## config.mk

```make
export PLATFORM = sky130hd
export DESIGN_NAME = serializer_n_to_1_flat
export DESIGN_NICKNAME = d
export VERILOG_FILES = /design/src/rtl/serializer_pkg.sv /design/src/rtl/serializer_n_to_1_if.sv /design/src/rtl/serializer_lane.sv /design/src/rtl/serializer_n_to_1.sv /design/src/flat_wrapper.sv
export SDC_FILE = /design/constraint.sdc
export NUM_CORES = 1
export LEC_CHECK = 0
export BUFFER_PORTS_ARGS = -buffer_cell sky130_fd_sc_hd__buf_2
export CAP_MARGIN = 30
export CORE_UTILIZATION = 55
export DETAILED_ROUTE_END_ITERATION = 16
export GPL_ROUTABILITY_DRIVEN = 0
export PLACE_DENSITY = 0.78
export SLEW_MARGIN = 20
export SYNTH_ARGS = -nofsm -noshare
export SYNTH_HDL_FRONTEND = slang
export SYNTH_SLANG_ARGS = --single-unit
```

## constraint.sdc

```tcl
create_clock -name serial_clk -period 2.1 [get_ports serial_clk]
set_input_delay 0.21 -clock serial_clk [delete_from_list [all_inputs] [get_ports serial_clk]]
set_output_delay 0.21 -clock serial_clk [all_outputs]
set_load 0.1 [all_outputs]
```

## src/rtl/serializer_pkg.sv

```systemverilog
// serializer_pkg: TMDS control words and slot-counter sizing shared by the serializer slice
package serializer_pkg;
   localparam logic [9:0] TMDS_CTRL_00 = 10'b1101010100;
   localparam logic [9:0] TMDS_CTRL_01 = 10'b0010101011;
   localparam logic [9:0] TMDS_CTRL_10 = 10'b0101010100;
   localparam logic [9:0] TMDS_CTRL_11 = 10'b1010101011;
   function automatic int word_clks_w(input int dw, input int bpc);
      return (dw / bpc) > 1 ? $clog2(dw / bpc) : 1;
   endfunction
endpackage

```

## src/rtl/serializer_n_to_1_if.sv

```systemverilog
// serializer_n_to_1_if: parallel-in handshake and serial-out bundle
// SERIALIZER_UNDERFLOW_CNT_EN adds the underflow_cnt signal
interface serializer_n_to_1_if #(
   parameter int DATA_WIDTH   = 10,
   parameter int CHANNELS     = 3,
   parameter int BITS_PER_CLK = 1
);
   logic                           in_valid;
   logic                           in_ready;
   logic [CHANNELS*DATA_WIDTH-1:0] in_data;
   logic [CHANNELS*BITS_PER_CLK-1:0] serial_out;
   logic                           word_start;
   logic                           underflow;
`ifdef SERIALIZER_UNDERFLOW_CNT_EN
   logic [15:0]                    underflow_cnt;
   modport master (output in_valid, in_data, input in_ready, serial_out, word_start, underflow, underflow_cnt);
   modport slave  (input in_valid, in_data, output in_ready, serial_out, word_start, underflow, underflow_cnt);
`else
   modport master (output in_valid, in_data, input in_ready, serial_out, word_start, underflow);
   modport slave  (input in_valid, in_data, output in_ready, serial_out, word_start, underflow);
`endif
endinterface

```

## src/rtl/serializer_lane.sv

```systemverilog
// serializer_lane: one lane's shift register and registered transmit-end output
module serializer_lane #(
   parameter int                    DATA_WIDTH   = 10,
   parameter int                    BITS_PER_CLK = 1,
   parameter int                    MSB_FIRST    = 0,
   parameter logic [DATA_WIDTH-1:0] IDLE_WORD    = 10'b1101010100
) (
   input  logic                    serial_clk,
   input  logic                    reset_n,
   input  logic                    i_clr,
   input  logic                    i_load,
   input  logic [DATA_WIDTH-1:0]   i_word,
   output logic [BITS_PER_CLK-1:0] o_bits
);
   logic [DATA_WIDTH-1:0]   r_sr;
   logic [DATA_WIDTH-1:0]   w_sr_nxt;
   logic [BITS_PER_CLK-1:0] w_tx;
   logic [BITS_PER_CLK-1:0] r_bits;
   // output register takes the transmit end of the next shift value, so a load shows next cycle
   always_comb begin
      w_sr_nxt = i_clr ? IDLE_WORD : i_load ? i_word :
                 MSB_FIRST != 0 ? r_sr << BITS_PER_CLK : r_sr >> BITS_PER_CLK;
      w_tx = '0;
      for (int j = 0; j < BITS_PER_CLK; j++)
         w_tx[j] = MSB_FIRST != 0 ? w_sr_nxt[DATA_WIDTH-1-j] : w_sr_nxt[j];
   end
   always_ff @(posedge serial_clk or negedge reset_n) begin
      if (!reset_n) begin
         r_sr   <= IDLE_WORD;
         r_bits <= '0;
      end else begin
         r_sr   <= w_sr_nxt;
         r_bits <= w_tx;
      end
   end
   assign o_bits = r_bits;
endmodule

```

## src/rtl/serializer_n_to_1.sv

```systemverilog
// serializer_n_to_1: lockstep N-lane parallel-to-serial converter with one-word holding register
// SERIALIZER_UNDERFLOW_CNT_EN adds a saturating 16-bit underflow counter
module serializer_n_to_1
   import serializer_pkg::*;
#(
   parameter int                    DATA_WIDTH   = 10,
   parameter int                    CHANNELS     = 3,
   parameter int                    BITS_PER_CLK = 1,
   parameter int                    MSB_FIRST    = 0,
   parameter logic [DATA_WIDTH-1:0] IDLE_WORD    = 10'b1101010100
) (
   input logic               serial_clk,
   input logic               reset_n,
   input logic               sync_clr,
   serializer_n_to_1_if.slave bus
);
   localparam int WORD_CLKS = DATA_WIDTH / BITS_PER_CLK;
   localparam int CW = word_clks_w(DATA_WIDTH, BITS_PER_CLK);
   localparam logic [CW-1:0] LAST = CW'(WORD_CLKS - 1);
   logic [CW-1:0]                    r_cnt;
   logic                             r_hold_full;
   logic [CHANNELS*DATA_WIDTH-1:0]   r_hold;
   logic                             r_en;
   logic                             r_first;
   logic                             r_word_start;
   logic                             r_underflow;
   logic                             w_load;
   logic                             w_ready;
   logic                             w_xfer;
   logic                             w_uf;
   logic [CHANNELS*DATA_WIDTH-1:0]   w_load_word;
   logic [CHANNELS*BITS_PER_CLK-1:0] w_serial;
   // r_en keeps in_ready low until the first edge after reset release
   always_comb begin
      w_load      = r_cnt == LAST;
      w_ready     = r_en && !sync_clr && (!r_hold_full || w_load);
      w_xfer      = bus.in_valid && w_ready;
      w_uf        = w_load && !sync_clr && !r_hold_full && !r_first;
      w_load_word = r_hold_full ? r_hold : {CHANNELS{IDLE_WORD}};
   end
   always_ff @(posedge serial_clk or negedge reset_n) begin
      if (!reset_n) begin
         r_cnt        <= LAST;
         r_hold_full  <= 1'b0;
         r_hold       <= '0;
         r_en         <= 1'b0;
         r_first      <= 1'b1;
         r_word_start <= 1'b0;
         r_underflow  <= 1'b0;
      end else begin
         r_en         <= 1'b1;
         r_word_start <= w_load && !sync_clr;
         r_underflow  <= w_uf;
         if (sync_clr) begin
            r_cnt       <= LAST;
            r_hold_full <= 1'b0;
            r_first     <= 1'b1;
         end else begin
            r_cnt <= w_load ? '0 : r_cnt + 1'b1;
            if (w_load) r_first <= 1'b0;
            if (w_xfer) begin
               r_hold      <= bus.in_data;
               r_hold_full <= 1'b1;
            end else if (w_load) begin
               r_hold_full <= 1'b0;
            end
         end
      end
   end
   for (genvar k = 0; k < CHANNELS; k++) begin : g_lane
      serializer_lane #(
         .DATA_WIDTH  (DATA_WIDTH),
         .BITS_PER_CLK(BITS_PER_CLK),
         .MSB_FIRST   (MSB_FIRST),
         .IDLE_WORD   (IDLE_WORD)
      ) u_lane (
         .serial_clk(serial_clk),
         .reset_n   (reset_n),
         .i_clr     (sync_clr),
         .i_load    (w_load),
         .i_word    (w_load_word[k*DATA_WIDTH +: DATA_WIDTH]),
         .o_bits    (w_serial[k*BITS_PER_CLK +: BITS_PER_CLK])
      );
   end
   assign bus.in_ready   = w_ready;
   assign bus.serial_out = w_serial;
   assign bus.word_start = r_word_start;
   assign bus.underflow  = r_underflow;
`ifdef SERIALIZER_UNDERFLOW_CNT_EN
   logic [15:0] r_ucnt;
   always_ff @(posedge serial_clk or negedge reset_n) begin
      if (!reset_n) r_ucnt <= '0;
      else if (sync_clr) r_ucnt <= '0;
      else if (w_uf && r_ucnt != 16'hFFFF) r_ucnt <= r_ucnt + 1'b1;
   end
   assign bus.underflow_cnt = r_ucnt;
`endif
endmodule
```

## src/flat_wrapper.sv

```systemverilog
// flat-port wrapper written by rule: the top's interface ports become plain ports
module serializer_n_to_1_flat import serializer_pkg::*;
#(
   parameter int                    DATA_WIDTH   = 10,
   parameter int                    CHANNELS     = 3,
   parameter int                    BITS_PER_CLK = 1,
   parameter int                    MSB_FIRST    = 0,
   parameter logic [DATA_WIDTH-1:0] IDLE_WORD    = 10'b1101010100
)
  (serial_clk, reset_n, sync_clr, bus_in_valid, bus_in_data, bus_in_ready, bus_serial_out, bus_word_start, bus_underflow);
  serializer_n_to_1_if #(.DATA_WIDTH(DATA_WIDTH), .CHANNELS(CHANNELS), .BITS_PER_CLK(BITS_PER_CLK)) bus_i ();
  input logic serial_clk;
  input logic reset_n;
  input logic sync_clr;
  input wire logic [$bits(bus_i.in_valid)-1:0] bus_in_valid;
  input wire logic [$bits(bus_i.in_data)-1:0] bus_in_data;
  output wire logic [$bits(bus_i.in_ready)-1:0] bus_in_ready;
  output wire logic [$bits(bus_i.serial_out)-1:0] bus_serial_out;
  output wire logic [$bits(bus_i.word_start)-1:0] bus_word_start;
  output wire logic [$bits(bus_i.underflow)-1:0] bus_underflow;
  assign bus_i.in_valid = bus_in_valid;
  assign bus_i.in_data = bus_in_data;
  assign bus_in_ready = bus_i.in_ready;
  assign bus_serial_out = bus_i.serial_out;
  assign bus_word_start = bus_i.word_start;
  assign bus_underflow = bus_i.underflow;
  serializer_n_to_1 #(.DATA_WIDTH(DATA_WIDTH), .CHANNELS(CHANNELS), .BITS_PER_CLK(BITS_PER_CLK), .MSB_FIRST(MSB_FIRST), .IDLE_WORD(IDLE_WORD)) u_core (.serial_clk(serial_clk), .reset_n(reset_n), .sync_clr(sync_clr), .bus(bus_i));
endmodule
```

# Yosys cells after proc, flatten, opt, wreduce, memory -nomap -nowiden
# Index checks and enable logic that the tools add are counted.
[word_totals]
regBits = 72
in_bits = 34
out_inout_bits = 6
wordCells = 42
[op_classes]
n_addsub = 1
eq_ne = 1
muxes = 13
bitwise = 1
n_reduce_logical = 13
[op_table]
columns = ["operator", "count"]
rows = [
  ["$mux 10", 6],
  ["$mux 30", 1],
  ["$mux 4", 2],
  ["$logic_and 1x1->1", 6],
  ["$add 4x1->4 const B", 1],
  ["$eq 4x4->1 const B", 1],
  ["$mux 1", 4],
  ["$logic_not 1->1", 3],
  ["$reduce_bool 3->1", 1],
  ["$reduce_and 2->1", 1],
  ["$reduce_bool 2->1", 1],
  ["$logic_or 1x1->1", 1],
  ["$not 1->1", 1],
]

# Logic depth before layout (Yosys ltp)
# Gate-level depths: netlist (run 1).
[depth]
ltp_word = 6
mapped_depth = 7
depth_no_buf = 5

# Cells and area by module
# Synthesis (run 1) repeated with hierarchy kept, for this count alone.
[hier_totals]
hier_cells = 221
area_unflattened_um2 = 2966.6
[modules_own_cells]
columns = ["mod", "instances", "cells_per_inst", "area_each_um2", "seq_area_each_um2"]
rows = [
  ["serializer_n_to_1", 1, 128, 1724.2, 979.7],
  ["serializer_lane", 3, 31, 414.1, 256.5],
]

# Least setup slack after synthesis (run 1)
# OpenSTA, ideal clock, no wires.
[synth_timing]
kind = "register to output"
start = "register u_core.r_cnt[0]"
end = "output port bus_in_ready"
arrival_ns = 1.764
required_time_ns = 1.890
setup_slack_ns = 0.126
path_stages_with_launch = 5
path_buffers = 0
cell_sequence = "dfstp_2 > ha_1 > nand3b_4 > nand2_1 > and3_1"
[synth_between]
elab_chain_len = 3
[synth_rtl]
columns = ["item", "line", "rtl"]
rows = [
  ["from (decl)", "serializer_n_to_1.sv:20", "logic [CW-1:0] r_cnt;"],
  ["from (signal assigned)", "serializer_n_to_1.sv:59", "r_cnt <= w_load ? '0 : r_cnt + 1'b1;"],
  ["$eq 4x4->1", "serializer_n_to_1.sv:35", "w_load = r_cnt == LAST;"],
  ["$logic_or 1x1->1", "serializer_n_to_1.sv:36", "w_ready = r_en && !sync_clr && (!r_hold_full || w_load);"],
  ["$logic_and 1x1->1", "serializer_n_to_1.sv:36", ""],
  ["to (decl)", "flat_wrapper.sv:17", "output wire logic [$bits(bus_i.in_ready)-1:0] bus_in_ready;"],
]
# No other way between the ends.

# Worst setup path after layout (run 1)
# Ends and elaborated chain as after synthesis.

==> results of run 1 <==
[per-layer routing]
layer | global-route usage | routed length [µm] | vias up
li1 | - | - | 708
met1 | 0.246 | 1920 | 803
met2 | 0.331 | 2330 | 31
met3 | 0.0641 | 177 | 8
met4 | 0.0800 | 68 | 0
met5 | 0 | 0 | -
[worst max path at each step]
stage	startpoint	endpoint	slack [ns]	depth (start not counted)
after floorplan	u_core.r_cnt[0]	bus_in_ready	0.13	4
after global placement	u_core.r_cnt[1]	u_core.g_lane[2].u_lane.r_sr[0]	0.16	5
after detailed placement	u_core.r_cnt[0]	u_core.r_hold[7]	0.11	5
after CTS	u_core.r_cnt[0]	bus_in_ready	0.05	5
after global routing	u_core.r_cnt[0]	bus_in_ready	0.01	5
final	u_core.r_cnt[0]	bus_in_ready	0.10	5
[kinds of logic after synthesis]
| logic type | share of synthesized area |
|---|---|
| fa+ha+maj | 0.00954 |
| other cells | 0.00143 |
| mux | 0.129 |
| buf+inv | 0.0339 |
| simple gates | 0.0463 |
| flops | 0.667 |
| xor+xnor | 0.00334 |
| compound gates | 0.110 |
[stage by stage]
| stage | power, µW | area, µm² | hold WS [ns] |
|---|---|---|---|
| 3_3_place_gp | 2380 | 2900 | 0.245 |
| 4_1_cts | 3620 | 3140 | 0.0775 |
| 6_report | 3580 | 3150 | 0.0932 |
| 5_1_grt | 3740 | 3150 | 0.0864 |
| 2_1_floorplan | 2240 | 2620 | -0.0856 |
| 3_5_place_dp | 2430 | 2910 | 0.251 |
[final cells by class]
class                      instances  area (µm²)  share of cell area
sequential                        69        1750               0.556
multi-input combinational         89         788               0.250
clock buffer                      10         138              0.0437
tap                               52        65.1              0.0207
inverter                           2        7.51             0.00239
clock inverter                     6        86.3              0.0274
timing repair buffer              49         313              0.0994
[what timing repair did]
item	CTS	global route
gates resized for setup	0	1
hold buffers	1	0
setup buffers	0	0
endpoints found under the hold margin	51	0
endpoints found under the setup margin	0	1
[layout by cell type, fill, tap and decap left out, drive strengths merged, types with 4 or more instances in the layout]
cell type	count
dfrtp	51
buf	48
mux2	30
dfstp	18
a22o	15
o22a	12
clkbuf	10
nand2	5
nor2	4
o21ai	4
[power breakdown]
group | leakage [µW] | internal [µW] | switching, µW
logic | 0.000500 | 291 | 316
clock network | 0.000112 | 698 | 486
registers | 0.000818 | 1650 | 139
[registers in the layout (all words and copies together) (netlist names)]
| register | cells |
|---|---|
| u_core.r_hold | 30 |
| u_core.g_lane.u_lane.r_sr | 30 |
| u_core.r_hold_full | 1 |
| u_core.bus.underflow | 1 |
| u_core.r_cnt | 4 |
| u_core.r_first | 1 |
| u_core.bus.word_start | 1 |
| u_core.r_en | 1 |
[worst max-delay path, delay by kind of cell (launching register included)]
family        cells  cell delay, ns
fa+ha+maj         1            0.22
buf+inv           1            0.18
flops             1            0.56
simple gates      3            0.47
==> reports/qor.csv, run 1 <==
metric,value,unit
Peak Freq,0.500,GHz
#FFs+latches synth,69,
first-pass GRT wire length,7.51,mm
top-count cell post-synth,dfrtp_1,
ranking of synthesized cells by area,"dfrtp_1 (49%), dfstp_2 (18%), mux2_2 (12%)",
initial drt markers,67,
r2r worst-path depth,5,
antenna violations before repair,0,
failing checks,design-rule violations,
number of diodes,0,
HP Class,input pin to flop,
Worst-Skew Late Latency,0.34,ns
setup_tns,0,ns
ys flop type,dfrtp_1,
Max Cap Violations,0,
"Slowest-stage cell, CP",dfstp_2,
"antenna viol nets, final",0,
# fillers,307,
Worst-Margin Slew,0.554,ns
Boundary Pins,40,
Async SR Flop Fraction,1.00,
Final #Nets,256,
GRT overflow,0,
final hold viol count,0,
hold depth,2,
HP Start,bus_in_data[28],
pwr/cell area,1140,nW/µm²
DRC errors left,1,
die footprint,5050,µm²
GRT Overall Usage,0.200,
"critical path, cell by cell",ha_2 > nand3b_4 > nand2_1 > and3_1 > buf_12,
placed insts,260,
Mapped Nets,207,
synthesis-to-finish area growth,19.9,%
die width,71.1,µm
Slowest Stage Delay on Critical Path,0.56,ns
Final Util,0.703,
Hold EP,u_core.r_hold[28],
Post-Synthesis Cells,171,
Yosys warnings,0,
Final Cycle Share,0.952,
Vias,1550,
CP arrival,1.79,ns
# setup viols final,0,
skew final,0.00651,ns
Critical R2R Launch,u_core.r_cnt[0],
crit start category,flop,
"worst slack, placed",0.114,ns
CTS Buf Count,9,
Commonest cells post-synth,"dfrtp_1 (51), mux2_2 (28), dfstp_2 (18)",
crit path max fanout,9,
Synth area leader,dfrtp_1,
layout cells sized above 1,0.502,
Slew HR,0.630,
post-route insts no fill,277,
"Seq/Total Area, Yosys",0.667,
vias in the first global route,1685,
Worst Setup End Kind,output port,
Row Count,24,
Worst R2R Setup Slack,0.15,ns
TritonRoute pass-1 iters,10,
clock sinks,69,
Die Y,71.1,µm
RSZ-0062 raised after global routing,false,
outcome,finished with violations,
Clock transition at path regs,0.07,ns
largest net degree at the start of global routing,70,
Port Buffer Count,39,
Detailed Place HPWL,3.09,mm
Netlist Area Pre-Place,2620,µm²
mean area per synthesized cell,15.3,µm²
Slew Limit Fails,0,
leakage,0.00143,µW
wire per inst,16.2,µm
Core Area,4470,µm²
vias per cell,5.60,
Worst EP required,1.89,ns
Synth cell types,27,
WS Path Type,flop to output port,
Routed Wire Length,4.49,mm
final setup margin,0.101,ns
maximum vdd drop,714,µV
worst r2r dst,u_core.r_hold[7],
CTS H-tree lvls,3,
"Min Clock Period, post-route",2.00,ns
clock tree buffer depth,2,
CTS Root Buffer Type,clkbuf_8,
Post-synth EDFFs,0,
top-area cell type share of the netlist area,0.486,
Initial Utilization,0.586,
CTS tree,yes,
Note: power is estimated with default switching activity, not from simulation.
==> run 2: changes to the inputs <==
Settings changed: CTS_CLUSTER_SIZE from default to 25, PLACE_DENSITY 0.78 to 0.77, SYNTH_HIERARCHICAL from default to 1.
==> run 2 against run 1 <==
The flow now finishes without violations. Largest power group unchanged. Area after synthesis grew 13%. Combinational power grew 45%. Largest cell class unchanged. Critical path type is now flop to flop. Sequential power is essentially flat. Final cell count grew 23%. Maximum frequency grew 0.46%. Sequential share of layout area shrank 5.2 points. Critical path depth is the same. Core utilization shrank 2.9 points. Clock skew grew 0.0027 ns. Count of clock-buffer cells in the layout grew 3. First-iteration DRC count grew 64%.
==> reports/qor.csv, run 2 <==
metric,value,unit,change
Die Y,75.4,µm,+6.1%
Bufs and invs on worst path,1,,unchanged
Top Registers,"u_core/g_lane.u_lane/r_sr: 30 flops, u_core/r_hold: 30 flops, u_core/r_cnt: 4 flops",,
Port Buffer Count,39,,unchanged
mean area per synthesized cell,13.4,µm²,-13%
"CP delay by family, top",flip-flops,,
"antenna viol nets, final",0,,unchanged
setup_tns,0,ns,unchanged
"critical path, cell by cell",ha_1 > nand3b_4 > a211oi_4 > buf_4 > mux2_2,,
number of diodes,0,,unchanged
Core Area,5140,µm²,+15%
RSZ-0062 raised after global routing,false,,
die width,75.4,µm,+6.1%
Final #Nets,303,,+18%
# fillers,424,,+38%
Synth area leader,dfrtp_1,,
r2r worst-path depth,5,,unchanged
"Seq/Total Area, Yosys",0.590,,-0.0770
CTS H-tree lvls,3,,unchanged
wire per inst,14.1,µm,-13%
post-route cell area,3470,µm²,+10%
Yosys warnings,6,,+6
Placed Area,3240,µm²,+11%
antenna violations before repair,0,,unchanged
GRT overflow,0,,unchanged
pwr/cell area,1090,nW/µm²,-4.4%
setup bufs post-CTS,0,,unchanged
WS Path Type,flop to flop,,
"Slowest-stage cell, CP",dfstp_2,,
Mapped Nets,257,,+24%
Post-synth EDFFs,0,,unchanged
"leading cell type in the layout, fill and taps excluded",dfrtp_1,,
"commonest non-fill, non-tap cells in the layout","dfrtp_1 (51), buf_2 (38), mux2_2 (24), dfstp_2 (18), nor2_1 (16)",,
outcome,"finished, final reports clean",,
top-count cell post-synth,dfrtp_1,,
Async SR Flop Fraction,1.00,,unchanged
Final Cycle Share,0.947,,-0.00436
maximum vdd drop,658,µV,-7.8%
CTS Root Buffer Type,clkbuf_8,,
Synth cell types,28,,+3.7%
hold depth,2,,unchanged
Clock transition at path regs,0.07,ns,about the same
skew final,0.00918,ns,+0.00267 ns
post-route insts no fill,342,,+23%
placed insts,325,,+25%
TritonRoute pass-1 iters,4,,-6
DRC errors left,0,,-1
vias in the first global route,1792,,+6.4%
largest net degree at the start of global routing,70,,unchanged
clock sinks,69,,unchanged
Vias,1768,,+14%
Slew Limit Fails,0,,unchanged
Worst Setup End Kind,flop,,
layout cells sized above 1,0.445,,-0.0574
ys flop type,dfrtp_1,,
Worst EP required,2.31,ns,+0.42 ns
crit path max fanout,17,,+8
Total Power,3780,µW,+5.4%
# setup viols final,0,,unchanged
#FFs+latches synth,69,,unchanged
vias per cell,5.17,,-7.6%
Commonest cells post-synth,"dfrtp_1 (51), mux2_2 (24), dfstp_2 (18)",,
leakage,0.00158,µW,+11%
die footprint,5690,µm²,+13%
Initial Utilization,0.577,,-0.00924
"Min Clock Period, post-route",1.99,ns,-0.00916 ns
CTS tree,yes,,
Peak Freq,0.503,GHz,+0.46%
CTS Buf Count,9,,unchanged
crit start category,flop,,
clock tree buffer depth,2,,unchanged
Detailed Place HPWL,2.88,mm,-6.8%
GRT Overall Usage,0.204,,+0.00337
final hold viol count,0,,unchanged
Max Cap Violations,0,,unchanged
top-area cell type share of the netlist area,0.430,,-0.0562
synthesis-to-finish area growth,16.9,%,
CP Depth,5,,unchanged
Netlist Area Pre-Place,2970,µm²,+13%
Slowest Stage Delay on Critical Path,0.56,ns,about the same
ranking of synthesized cells by area,"dfrtp_1 (43%), dfstp_2 (16%), mux2_2 (9.1%)",,
Routed Wire Length,4.84,mm,+7.6%
Post-Synthesis Cells,221,,+29%
CP arrival,2.20,ns,+0.41 ns
Boundary Pins,40,,unchanged
Final Util,0.675,,-0.0285
Row Count,26,,+8.3%
first-pass GRT wire length,8.33,mm,+11%
initial drt markers,110,,+64%
Worst-Skew Late Latency,0.33,ns,about the same
HP Class,input pin to flop,,
-- run 2: final timing paths --
path	startpoint	end	slack (ns)
worst max-delay path	u_core/r_cnt[0]	u_core/r_hold[23]	0.11
worst min-delay path	bus_in_data[2]	u_core/r_hold[2]	0.1
worst max register to register	u_core/r_cnt[0]	u_core/r_hold[23]	0.11
worst min register to register	u_core/r_hold[10]	u_core/r_hold[10]	0.48
max in group asynchronous	reset_n	u_core/r_cnt[0]	1.33
min in group asynchronous	reset_n	u_core/r_hold[17]	0.41
-- run 2: cells by family (layout without fill, tap and decap cells) --
group	Yosys count	in the layout	synth area share
flops	69	69	0.590
simple gates	67	67	0.130
mux	45	45	0.164
compound gates	20	20	0.0658
buf+inv	15	66	0.0342
fa+ha+maj	2	2	0.00843
xor+xnor	2	2	0.00591
other cells	1	1	0.00126
-- run 2: layer usage --
| metal | part of all wire | global-route usage | routed length, µm |
|---|---|---|---|
| met1 | 0.47 | 0.275 | 2270 |
| met2 | 0.49 | 0.318 | 2360 |
| met3 | 0.026 | 0.0410 | 127 |
| met4 | 0.015 | 0.0988 | 74 |
| met5 | 0 | 0 | 0 |
-- run 2: layout make-up --
type	count	area, µm²	share of cell area
Clock inverter	3	42.5	0.0123
Multi-Input combinational cell	137	1120	0.322
Inverter	2	7.51	0.00216
Timing Repair Buffer	48	297	0.0855
Sequential cell	69	1750	0.504
Tap cell	70	87.6	0.0253
Clock buffer	13	169	0.0487
-- run 2: power breakdown --
group / total, µW / switching [µW] / leakage (µW) / internal, µW
Clock: 1100 / 458 / 0.000106 / 644
Sequential: 1790 / 115 / 0.000819 / 1680
Combinational: 884 / 461 / 0.000657 / 423
-- run 2: stage by stage --
step	hold slack [ns]	setup WS, ns
after floorplan	-0.0856	0.149
after global placement	0.254	0.181
after detailed placement	0.260	0.127
after CTS	0.0869	0.0489
after global routing	0.0864	0.00624
final	0.100	0.110
-- run 2: timing repair --
item / 4_1_cts / 5_1_grt
endpoints found under the hold margin: 51 / 0
hold buffers: 1 / 0
gates resized for setup: 1 / 1
endpoints found under the setup margin: 1 / 1
==> run 3: changes to the inputs <==
Settings changed: ABC_AREA from default to 1, PLACE_DENSITY 0.77 to 0.76.
==> run 3 against run 2 <==
Combinational power up 19%. Sequential share of layout area shrank 2.2 points. Total power is 2.4% higher. Largest cell class unchanged.
==> reports/qor.csv, run 3 <==
metric,value,unit,change
skew final,0.00677,ns,-0.00241 ns
# setup viols final,0,,unchanged
Row Count,27,,+3.8%
synthesis-to-finish area growth,11.8,%,
RSZ-0062 raised after global routing,false,,
setup bufs post-CTS,0,,unchanged
Clock transition at path regs,0.07,ns,about the same
"antenna viol nets, final",0,,unchanged
outcome,"finished, final reports clean",,
first-pass GRT wire length,10.9,mm,+30%
top-area cell type share of the netlist area,0.393,,-0.0368
Worst-Skew Late Latency,0.34,ns,about the same
top-count cell post-synth,nand2_1,,
pwr/cell area,1070,nW/µm²,-2.0%
Max Cap Violations,0,,unchanged
Slew Limit Fails,0,,unchanged
Slowest Stage Delay on Critical Path,0.57,ns,about the same
GRT Overall Usage,0.239,,+0.0350
TritonRoute pass-1 iters,4,,unchanged
setup_tns,0,ns,unchanged
DRC errors left,0,,unchanged
CP arrival,1.69,ns,-0.51 ns
CTS H-tree lvls,3,,unchanged
Initial Utilization,0.579,,+0.00137
Top Registers,"u_core/g_lane.u_lane/r_sr: 30 flops, u_core/r_hold: 30 flops, u_core/r_cnt: 4 flops",,
maximum vdd drop,718,µV,+9.1%
Synth area leader,dfrtp_1,,
vias per cell,5.04,,-2.5%
number of diodes,0,,unchanged
"worst slack, placed",0.309,ns,+0.182 ns
Worst EP required,1.89,ns,-0.42 ns
wire per inst,12.6,µm,-11%
die width,78.8,µm,+4.5%
vias in the first global route,2383,,+33%
CTS Root Buffer Type,clkbuf_8,,
"leading cell type in the layout, fill and taps excluded",nand2_1,,
GRT overflow,0,,unchanged
Commonest cells post-synth,"nand2_1 (140), dfrtp_1 (51), inv_1 (38)",,
Yosys warnings,6,,unchanged
Core Area,5610,µm²,+9.1%
Synth cell types,25,,-11%
Post-synth EDFFs,0,,unchanged
# fillers,521,,+23%
WS Path Type,flop to output port,,
mean area per synthesized cell,8.61,µm²,-36%
"Min Clock Period, post-route",1.90,ns,-0.0917 ns
"critical path, cell by cell",ha_1 > nand3_4 > a21boi_2 > buf_12,,
"Seq/Total Area, Yosys",0.539,,-0.0505
layout cells sized above 1,0.255,,-0.189
CTS tree,yes,,
ranking of synthesized cells by area,"dfrtp_1 (39%), nand2_1 (16%), dfstp_2 (15%)",,
Die Y,78.8,µm,+4.5%
Boundary Pins,40,,unchanged
Final #Nets,450,,+49%
Async SR Flop Fraction,1.00,,unchanged
area of the multi-input gates,1150,µm²,+3.0%
Vias,2474,,+40%
Detailed Place HPWL,3.97,mm,+38%
largest net degree at the start of global routing,70,,unchanged
Routed Wire Length,6.18,mm,+28%
initial drt markers,201,,+83%
ys flop type,dfrtp_1,,
die footprint,6210,µm²,+9.1%
final setup margin,0.202,ns,+0.0917 ns
Post-Synthesis Cells,377,,+71%
antenna violations before repair,0,,unchanged
Peak Freq,0.527,GHz,+4.8%
"commonest non-fill, non-tap cells in the layout","nand2_1 (140), dfrtp_1 (51), buf_2 (38), inv_1 (38), nand4_1 (31)",,
clock tree buffer depth,2,,unchanged
HP Class,input pin to flop,,
"Slowest-stage cell, CP",dfstp_2,,
Port Buffer Count,39,,unchanged
#FFs+latches synth,69,,unchanged
clock sinks,69,,unchanged
crit path max fanout,8,,-9
Final Cycle Share,0.904,,-0.0436
Worst Setup End Kind,output port,,
sequential cell area,1750,µm²,unchanged
CTS Buf Count,9,,unchanged
final hold viol count,0,,unchanged
Mapped Nets,413,,+61%
leakage,0.00194,µW,+23%
Netlist Area Pre-Place,3240,µm²,+9.4%
crit start category,flop,,
==> run 3: worst max-delay path: cells and delay by family (launching register included) <==
kind,cells,cell delay (ns)
AND/OR/NAND/NOR,1,0.15
AO/OA/AOI/OAI,1,0.22
buffers and inverters,1,0.20
flip-flops,1,0.57
adder cells (fa/ha/maj),1,0.21
==> run 3: per-stage QoR <==
step | total power (µW) | cell area [µm²] | hold WS, ns | util | std cells
floorplan | 2770 | 3250 | -0.0856 | - | 377
global placement | 2880 | 3430 | 0.259 | 0.612 | 474
detailed placement | 2910 | 3430 | 0.259 | 0.612 | 474
CTS | 3920 | 3630 | 0.0964 | 0.647 | 491
global route | 4140 | 3630 | 0.111 | 0.647 | 491
finish | 3870 | 3630 | 0.120 | 0.647 | 491
==> run 3: where the power goes <==
part / internal, µW / switching, µW / leakage, µW / total [µW]
Combinational: 339 / 709 / 0.00101 / 1050
Sequential: 1690 / 140 / 0.000836 / 1830
Clock: 526 / 460 / 0.0000937 / 986
Total: 2560 / 1310 / 0.00194 / 3870
==> run 3: layout make-up <==
class                      count  area share
clock buffer                  15      0.0487
clock inverter                 1     0.00138
inverter                      42      0.0435
multi-input combinational    245       0.317
sequential                    69       0.482
tap                           72      0.0248
timing repair buffer          47      0.0821
==> run 3: kinds of logic (layout without fill, tap and decap cells) <==
logic type / count (synthesis) / after routing / synth area share
other: 1 / 1 / 0.00116
AO/OA/AOI/OAI: 4 / 4 / 0.00771
adder cells (fa/ha/maj): 2 / 2 / 0.00771
AND/OR/NAND/NOR: 237 / 237 / 0.334
XOR/XNOR: 1 / 1 / 0.00270
flip-flops: 69 / 69 / 0.539
buffers and inverters: 63 / 105 / 0.108
==> run 3: final timing paths <==
check / from / to / slack [ns] / depth (start not counted)
setup / recovery: u_core/r_cnt[0] / bus_in_ready / 0.20 / 4
max in group asynchronous: reset_n / u_core/g_lane[2].u_lane/r_sr[4] / 1.35 / 3
hold reg to reg: u_core/g_lane[0].u_lane/r_sr[7] / u_core/g_lane[0].u_lane/r_sr[6] / 0.46 / 2
min in group asynchronous: reset_n / u_core/r_cnt[1] / 0.41 / 3
hold / removal: bus_in_data[1] / u_core/r_hold[1] / 0.12 / 3
setup reg to reg: u_core/r_cnt[0] / u_core/r_hold[16] / 0.30 / 6
==> run 3: timing repair <==
action,CTS,global route
hold buffers,1,0
gates resized for setup,0,0
endpoints found under the hold margin,51,0
==> run 3: per-layer routing <==
| metal | global-route usage | share of wire |
|---|---|---|
| met5 | 0 | 0 |
| met4 | 0.107 | 0.022 |
| met3 | 0.0759 | 0.052 |
| met2 | 0.383 | 0.48 |
| met1 | 0.294 | 0.45 |
